$ cat src/rtl/pc_ctrl.sv
// rtl/pc_ctrl.sv - program counter run controller: config registers, iteration counting, run FSM
//
// Purpose:
//   Sequences a PC block through a configured number of iterations. Software
//   loads max/loop/end_addr/iter_target while idle. A start pulse clears the
//   PC block for one cycle and then enables it. Each time the PC block reports
//   a valid PC equal to end_addr, one iteration is counted. The run finishes
//   with a one-cycle done pulse once iter_target iterations have been counted.
//
// Ports:
//   clk        in   clock, rising edge
//   rst        in   asynchronous active-low reset
//   cfg_we     in   config write strobe (honoured only in IDLE)
//   cfg_addr   in   [1:0] 0=max 1=loop 2=end_addr 3=iter_target
//   cfg_wdata  in   [15:0] write data (regs 0-2 use [9:0])
//   start      in   run request (honoured only in IDLE)
//   abort      in   terminate the run from CLEAR or RUN
//   stall      in   suppresses en while high
//   pc_in      in   [9:0] current PC from the PC block
//   pc_rd_conf in   PC-valid flag from the PC block
//   pc_rst     out  active-high clear to the PC block
//   en         out  PC advance enable
//   max        out  [9:0] configured max register
//   loop       out  [9:0] configured loop register
//   busy       out  high whenever not IDLE
//   done       out  one-cycle completion pulse
//   iter_cnt   out  [15:0] iterations completed in the current or last run

module pc_ctrl (
    input  logic        clk,
    input  logic        rst,
    input  logic        cfg_we,
    input  logic [1:0]  cfg_addr,
    input  logic [15:0] cfg_wdata,
    input  logic        start,
    input  logic        abort,
    input  logic        stall,
    input  logic [9:0]  pc_in,
    input  logic        pc_rd_conf,
    output logic        pc_rst,
    output logic        en,
    output logic [9:0]  max,
    output logic [9:0]  loop,
    output logic        busy,
    output logic        done,
    output logic [15:0] iter_cnt
);

    typedef enum logic [1:0] {
        IDLE  = 2'd0,
        CLEAR = 2'd1,
        RUN   = 2'd2,
        DONE  = 2'd3
    } state_t;

    state_t      state_q;
    state_t      state_d;

    logic [9:0]  max_q;
    logic [9:0]  loop_q;
    logic [9:0]  end_addr_q;
    logic [15:0] iter_target_q;

    // Copies taken at start so the run never depends on live config.
    logic [9:0]  run_end_q;
    logic [15:0] run_target_q;

    logic [15:0] iter_cnt_q;
    logic        pc_rst_q;
    logic        done_q;

    logic        cfg_ok;
    logic        launch;
    logic        match;
    logic        count_hit;
    logic        terminal;
    logic [15:0] iter_inc;
    logic [9:0]  end_addr_nxt;
    logic [15:0] iter_target_nxt;

    assign cfg_ok = cfg_we && (state_q == IDLE);
    assign launch = (state_q == IDLE) && start && !abort;

    // Forward a same-cycle write into the values latched at start, so a
    // write issued together with start takes effect for that run.
    assign end_addr_nxt    = (cfg_ok && cfg_addr == 2'd2) ? cfg_wdata[9:0] : end_addr_q;
    assign iter_target_nxt = (cfg_ok && cfg_addr == 2'd3) ? cfg_wdata      : iter_target_q;

    // A valid match is counted even while stalled: the PC reported here was
    // produced by the previous enabled cycle.
    assign match     = pc_rd_conf && (pc_in == run_end_q);
    assign count_hit = (state_q == RUN) && !abort && match && (iter_cnt_q < run_target_q);
    assign iter_inc  = iter_cnt_q + 16'd1;
    assign terminal  = count_hit && (iter_inc == run_target_q);

    always_comb begin
        state_d = state_q;
        case (state_q)
            IDLE: begin
                if (launch) begin
                    state_d = CLEAR;
                end
            end
            CLEAR: begin
                if (abort) begin
                    state_d = IDLE;
                end else if (run_target_q == 16'd0) begin
                    state_d = DONE;
                end else begin
                    state_d = RUN;
                end
            end
            RUN: begin
                if (abort) begin
                    state_d = IDLE;
                end else if (terminal) begin
                    state_d = DONE;
                end
            end
            DONE: begin
                state_d = IDLE;
            end
            default: begin
                state_d = IDLE;
            end
        endcase
    end

    always_ff @(posedge clk or negedge rst) begin
        if (!rst) begin
            state_q <= IDLE;
        end else begin
            state_q <= state_d;
        end
    end

    // pc_rst resets high so the PC block stays cleared until our first edge.
    always_ff @(posedge clk or negedge rst) begin
        if (!rst) begin
            pc_rst_q <= 1'b1;
            done_q   <= 1'b0;
        end else begin
            pc_rst_q <= (state_d == CLEAR);
            done_q   <= (state_d == DONE);
        end
    end

    always_ff @(posedge clk or negedge rst) begin
        if (!rst) begin
            max_q         <= 10'd2;
            loop_q        <= 10'd0;
            end_addr_q    <= 10'd0;
            iter_target_q <= 16'd0;
        end else if (cfg_ok) begin
            case (cfg_addr)
                2'd0:    max_q         <= cfg_wdata[9:0];
                2'd1:    loop_q        <= cfg_wdata[9:0];
                2'd2:    end_addr_q    <= cfg_wdata[9:0];
                default: iter_target_q <= cfg_wdata;
            endcase
        end
    end

    always_ff @(posedge clk or negedge rst) begin
        if (!rst) begin
            run_end_q    <= 10'd0;
            run_target_q <= 16'd0;
            iter_cnt_q   <= 16'd0;
        end else if (launch) begin
            run_end_q    <= end_addr_nxt;
            run_target_q <= iter_target_nxt;
            iter_cnt_q   <= 16'd0;
        end else if (count_hit) begin
            iter_cnt_q   <= iter_inc;
        end
    end

    assign en       = (state_q == RUN) && !stall;
    assign busy     = (state_q != IDLE);
    assign pc_rst   = pc_rst_q;
    assign done     = done_q;
    assign max      = max_q;
    assign loop     = loop_q;
    assign iter_cnt = iter_cnt_q;

endmodule

$ cat config.mk
export PLATFORM = sky130hd
export DESIGN_NAME = pc_ctrl
export DESIGN_NICKNAME = d
export VERILOG_FILES = /design/src/rtl/pc_ctrl.sv
export SDC_FILE = /design/constraint.sdc
export NUM_CORES = 1
export LEC_CHECK = 0
export BUFFER_PORTS_ARGS = -buffer_cell sky130_fd_sc_hd__buf_4
export CORE_ASPECT_RATIO = 0.5
export CORE_MARGIN = 3
export CORE_UTILIZATION = 51
export DETAILED_ROUTE_END_ITERATION = 8
export PLACE_DENSITY = 0.87
export SYNTH_ARGS = -nofsm -noshare
export SYNTH_HDL_FRONTEND = slang
export SYNTH_SLANG_ARGS = --single-unit
$ cat constraint.sdc
create_clock -name clk -period 2.67 [get_ports clk]
set_input_delay 0.267 -clock clk [delete_from_list [all_inputs] [get_ports clk]]
set_output_delay 0.267 -clock clk [all_outputs]
set_load 0.05 [all_outputs]
After elaboration in Yosys (flattened, before gate mapping):

Index checks and enable logic that the tools add are counted.

* bits in latches: 0
* memories kept: 0
* output and inout port bits: 40
* input bits: 35
* memory bits (writable): 0
* flip-flop bits (word level): 92
* logic and storage cells: 56
* memory bits (read-only): 0

* div/mod/pow operators: 0
* $lt $le $gt $ge: 1
* muxes and demuxes: 10
* shift operators: 0
* multiply operators: 0
* reduce and logical (&&, ||, !) cells: 23
* bitwise gates (word level): 1
* $add $sub $neg: 1
* equal/unequal tests: 10

Operator list (number)
* $mux 16: 3
* $add 16x1->16 const B: 1
* $eq 16x16->1: 1
* $logic_not 16->1: 1
* $lt 16x16->1: 1
* $logic_and 1x1->1: 11
* $eq 10x10->1: 1
* $eq 2x2->1 const B: 5
* $mux 10: 1
* $mux 2: 4
* $pmux 2 s4: 1
* $reduce_and 2->1: 4
* $eq 2x1->1 const B: 3
* $logic_not 2->1: 2
* $reduce_bool 2->1: 2
* $reduce_or 3->1: 1
* $logic_not 1->1: 2
* $mux 1: 1
* $not 1->1: 1

Longest topological paths before layout:

* depth after elaboration: 9
* mapped depth: 10
* mapped depth without buffers: 9

Worst setup path after synthesis:

OpenSTA, ideal clock, no wires.

* kind: register to register
* from: register iter_cnt_q[15], in the netlist iter_cnt[15]
* to: register iter_cnt_q[0], in the netlist iter_cnt[0]
* period minus slack after synthesis: 2830 ps
* data required time: 2545 ps
* slack: -160 ps
* stages on the path, launching flop included: 8
* setup time: 125 ps
* data arrival time: 2706 ps
* path buffers: 0
* cells stage by stage: dfrtp_1 -> ha_1 -> a211oi_1 -> nand3_1 -> or4b_4 -> nor4b_4 -> nor2_2 -> mux2_2

* longest elaborated chain between the ends: 3

RTL lines
* start, declared: RTL line 68 `logic [15:0] iter_cnt_q;`
* start signal, assigned: RTL line 174 `iter_cnt_q <= iter_inc;`
* $lt 16x16->1: RTL line 92 `assign count_hit = (state_q == RUN) && !abort && match && (iter_cnt_q < run_target_q);`
* $logic_and 1x1->1: RTL line 92
* $reduce_bool 2->1 (no line)

No other way between the ends.
A chain may end at the register's enable or synchronous reset.

Worst setup path in the final report:

* from: register run_target_q[15]
* to: register iter_cnt_q[0], in the netlist iter_cnt[0]

* longest elaborated chain between the ends: 3

RTL lines
* start, declared: RTL line 66 `logic [15:0] run_target_q;`
* start signal, assigned: RTL line 171 `run_target_q <= iter_target_nxt;`
* $lt 16x16->1: RTL line 92
* $logic_and 1x1->1: RTL line 92
* $reduce_bool 2->1 (no line)

No other way between the ends.

==> reports/metrics.cfg <==
[logic_synthesis]
synthAdderAreaFrac_pct = 4.55
synth_flop_cell = dfrtp_1
synthSimpleGateAreaFrac_pct = 13.9
yosysWarnings = 0
synth_xor_area_share_pct = 5.81
synth.avg_cell_area_um2 = 11.0
synth-async-reset-ratio_pct = 100
ys_types = 48
synth_edf_count = 0
synth_mux_area_share_pct = 14.6
synth-seq-area-share_pct = 49.3
synth_compound_area_share_pct = 8.27
ys_ff_latch = 92
netlist_area_um2 = 4680
synthCells = 427
synth_top_family_by_area = multiplexers
synth_fp_nets = 479

[detailed_routing]
routedWlPerCell_um = 18.4
drtIter0Drc = 318
drc_errors = 0
finalWirelength_um = 11800
avgViaCountPerCell = 5.72
vias = 3681
drtPass1Iterations = 5
antenna_left = 0

[timing]
fin_ws_ps = 138
slew_headroom_pct = 37.0
clock_skew_ps = 7.65
hold_viol_final = 0
slew_viol_final = 0
fmax_ghz = 0.395
tns_ps = 0
period_needed_ps = 2530
post-route-period-util_pct = 94.8
tightest_slew_ps = 945
setup_viol = 0

[pwr]
leakagePower_nw = 2.66
p_comb_share_pct = 29.8
swShare_pct = 34.0
totalPowerFinal_mw = 4.48
power.density_nw_per_um2 = 767
p_int_mw = 2.96
seqPwrFrac_pct = 42.9
ir_drop_v = 0.000518
power_switching_mw = 1.52
pwr-share-clk_pct = 27.3

[cts]
worstSkewPairLatency_ps = 350
clk_pin_slew_ps = 60
cts_buffers = 9
cts_root_buffer = clkbuf_16
clockBufferDepth = 2
cts_sinks = 92
h-tree-depth = 3
tritoncts = yes

[die]
rows = 23
die_width_um = 141
core_um2 = 8430
initial_core_util_pct = 55.5
dieHeight_um = 73.7
design.die.area_um2 = 10400
io-pin-count = 75

[layout]
fin_cells = 643
final_common_cell = buf_4
nNetsFinal = 578
mostFrequentLayoutCells = 102 x buf_4, 89 x dfrtp_1, 59 x mux2_2, 29 x nand2_1, 26 x inv_1
finalInstanceArea_um2 = 5840
area_growth_syn_to_layout_pct = 24.9
fillers = 592
drive_gt1_share_pct = 35.8
antenna_cells = 0

[flow_run]
cap_violations = 0

[worst_setup_path]
path_cells = inv_1 -> ha_4 -> a211oi_2 -> nand3_1 -> or4b_4 -> nor4b_4 -> nor2_2 -> mux2_2
max_stage_delay_ps = 510
crit_fanout = 5
worstPathRequired_ps = 2900
critPathArrivalTime_ps = 2760
crit_type = reg -> reg
cp-end-kind = flip-flop
cp-start-kind = flip-flop
slowest_stage = or4b_4

[place]
io_buffers = 74
gp_congestion = 0.907
place_area_um2 = 5520
place_inst = 625
dpl.hpwl_um = 8630
pre_cts_slack_ps = -15.2

[grt]
grt_pass1_wl_um = 19400
grt_max_degree = 79
grt_usage_pct = 24.3
overflow = 0
grt_pass1_vias = 3766
antenna_found_initial = 0

[worst_hold_path]
hold_class = in -> async

[outcome]
status = finished clean

==> per-layer routing <==
metal	wire [um]	part of all wire, %	up-vias	track usage, %
li1	-	-	1709	-
met1	5290	45	1803	32.0
met2	5480	46	145	39.6
met3	832	7.0	24	7.41
met4	244	2.1	0	6.60
met5	0	0	-	0
==> state kept, by name, summed over array words and instances (netlist names) <==
register,flops
iter_cnt,16
iter_target_q,16
run_target_q,16
end_addr_q,10
loop,10
max,10
run_end_q,10
state_q,2
done,1
pc_rst,1
==> synthesized netlist by cell type (all sizes together) (3+ instances only) <==
master	n	area share [%]
nand4	12	1.6
nand2b	6	0.80
buf	6	0.70
clkbuf	9	0.72
o21ai	36	3.9
a21oi	9	0.96
xnor2	25	4.7
and2	5	0.67
inv	26	2.1
or3	4	0.54
dfrtp	90	48
a211oi	5	0.80
mux2	59	14
or2	4	0.54
ha	17	4.5
nand3	11	1.2
xor2	6	1.1
nor4	9	1.2
nor3	6	0.64
nand2	29	2.3
nor2b	3	0.40
a21o	4	0.64
nor2	19	1.6
==> logic make-up after synthesis <==
kind of cell               Yosys count
and+or+nand+nor                    120
DFF                                 92
AOI/OAI and AO/OA                   65
muxes                               61
buffers and inverters               41
xor gates and xnor gates            31
adders and majority gates           17
==> critical path, delay by kind of cell (launching register included) <==
kind / cells / cell delay [ps]
simple gates: 4 / 1150
flops: 1 / 400
mux: 1 / 280
compound gates: 1 / 240
fa+ha+maj: 1 / 220
buf+inv: 1 / 120
==> layout make-up <==
| class | count | area [um^2] | share of cell area (%) |
|---|---|---|---|
| sequential | 92 | 2310 | 39.5 |
| multi-input combinational | 294 | 2230 | 38.2 |
| timing repair buffer | 103 | 777 | 13.3 |
| clock buffer | 12 | 256 | 4.39 |
| tap | 112 | 140 | 2.40 |
| inverter | 26 | 97.6 | 1.67 |
| clock inverter | 4 | 30.0 | 0.514 |
==> power groups by stage <==
stage	registers, mW	logic [mW]	clock network (mW)
floorplan	2.16	0.630	0
global placement	1.91	1.26	0
detailed placement	1.94	1.29	0
CTS	1.92	1.32	1.24
global route	1.96	1.44	1.30
finish	1.92	1.34	1.22
==> stage by stage <==
step | hold WS (ps) | utilization (%)
floorplan | -28.6 | -
global placement | 472 | 65.5
detailed placement | 474 | 65.5
CTS | 106 | 68.9
global route | 120 | 69.3
finish | 69.4 | 69.3
==> what timing repair did <==
| item | in CTS | in global routing |
|---|---|---|
| buffers inserted | 0 | 2 |
| pin swaps | 1 | 2 |
| endpoints found under the setup margin | 9 | 7 |
| cloned | 0 | 0 |
| hold buffers | 0 | 0 |
| gates resized for setup | 1 | 2 |
==> final timing paths <==
check	from	end	slack (ps)	cells past startpoint
max in group asynchronous	rst	end_addr_q[8]	1910	2
max reg2reg	run_target_q[15]	iter_cnt[0]	140	8
min in group clk	abort	state_q[1]	110	2
min reg2reg	end_addr_q[8]	end_addr_q[8]	490	1
min	rst	loop[2]	70	1
max	run_target_q[15]	iter_cnt[0]	140	8
(Power assumes the default switching activity.)
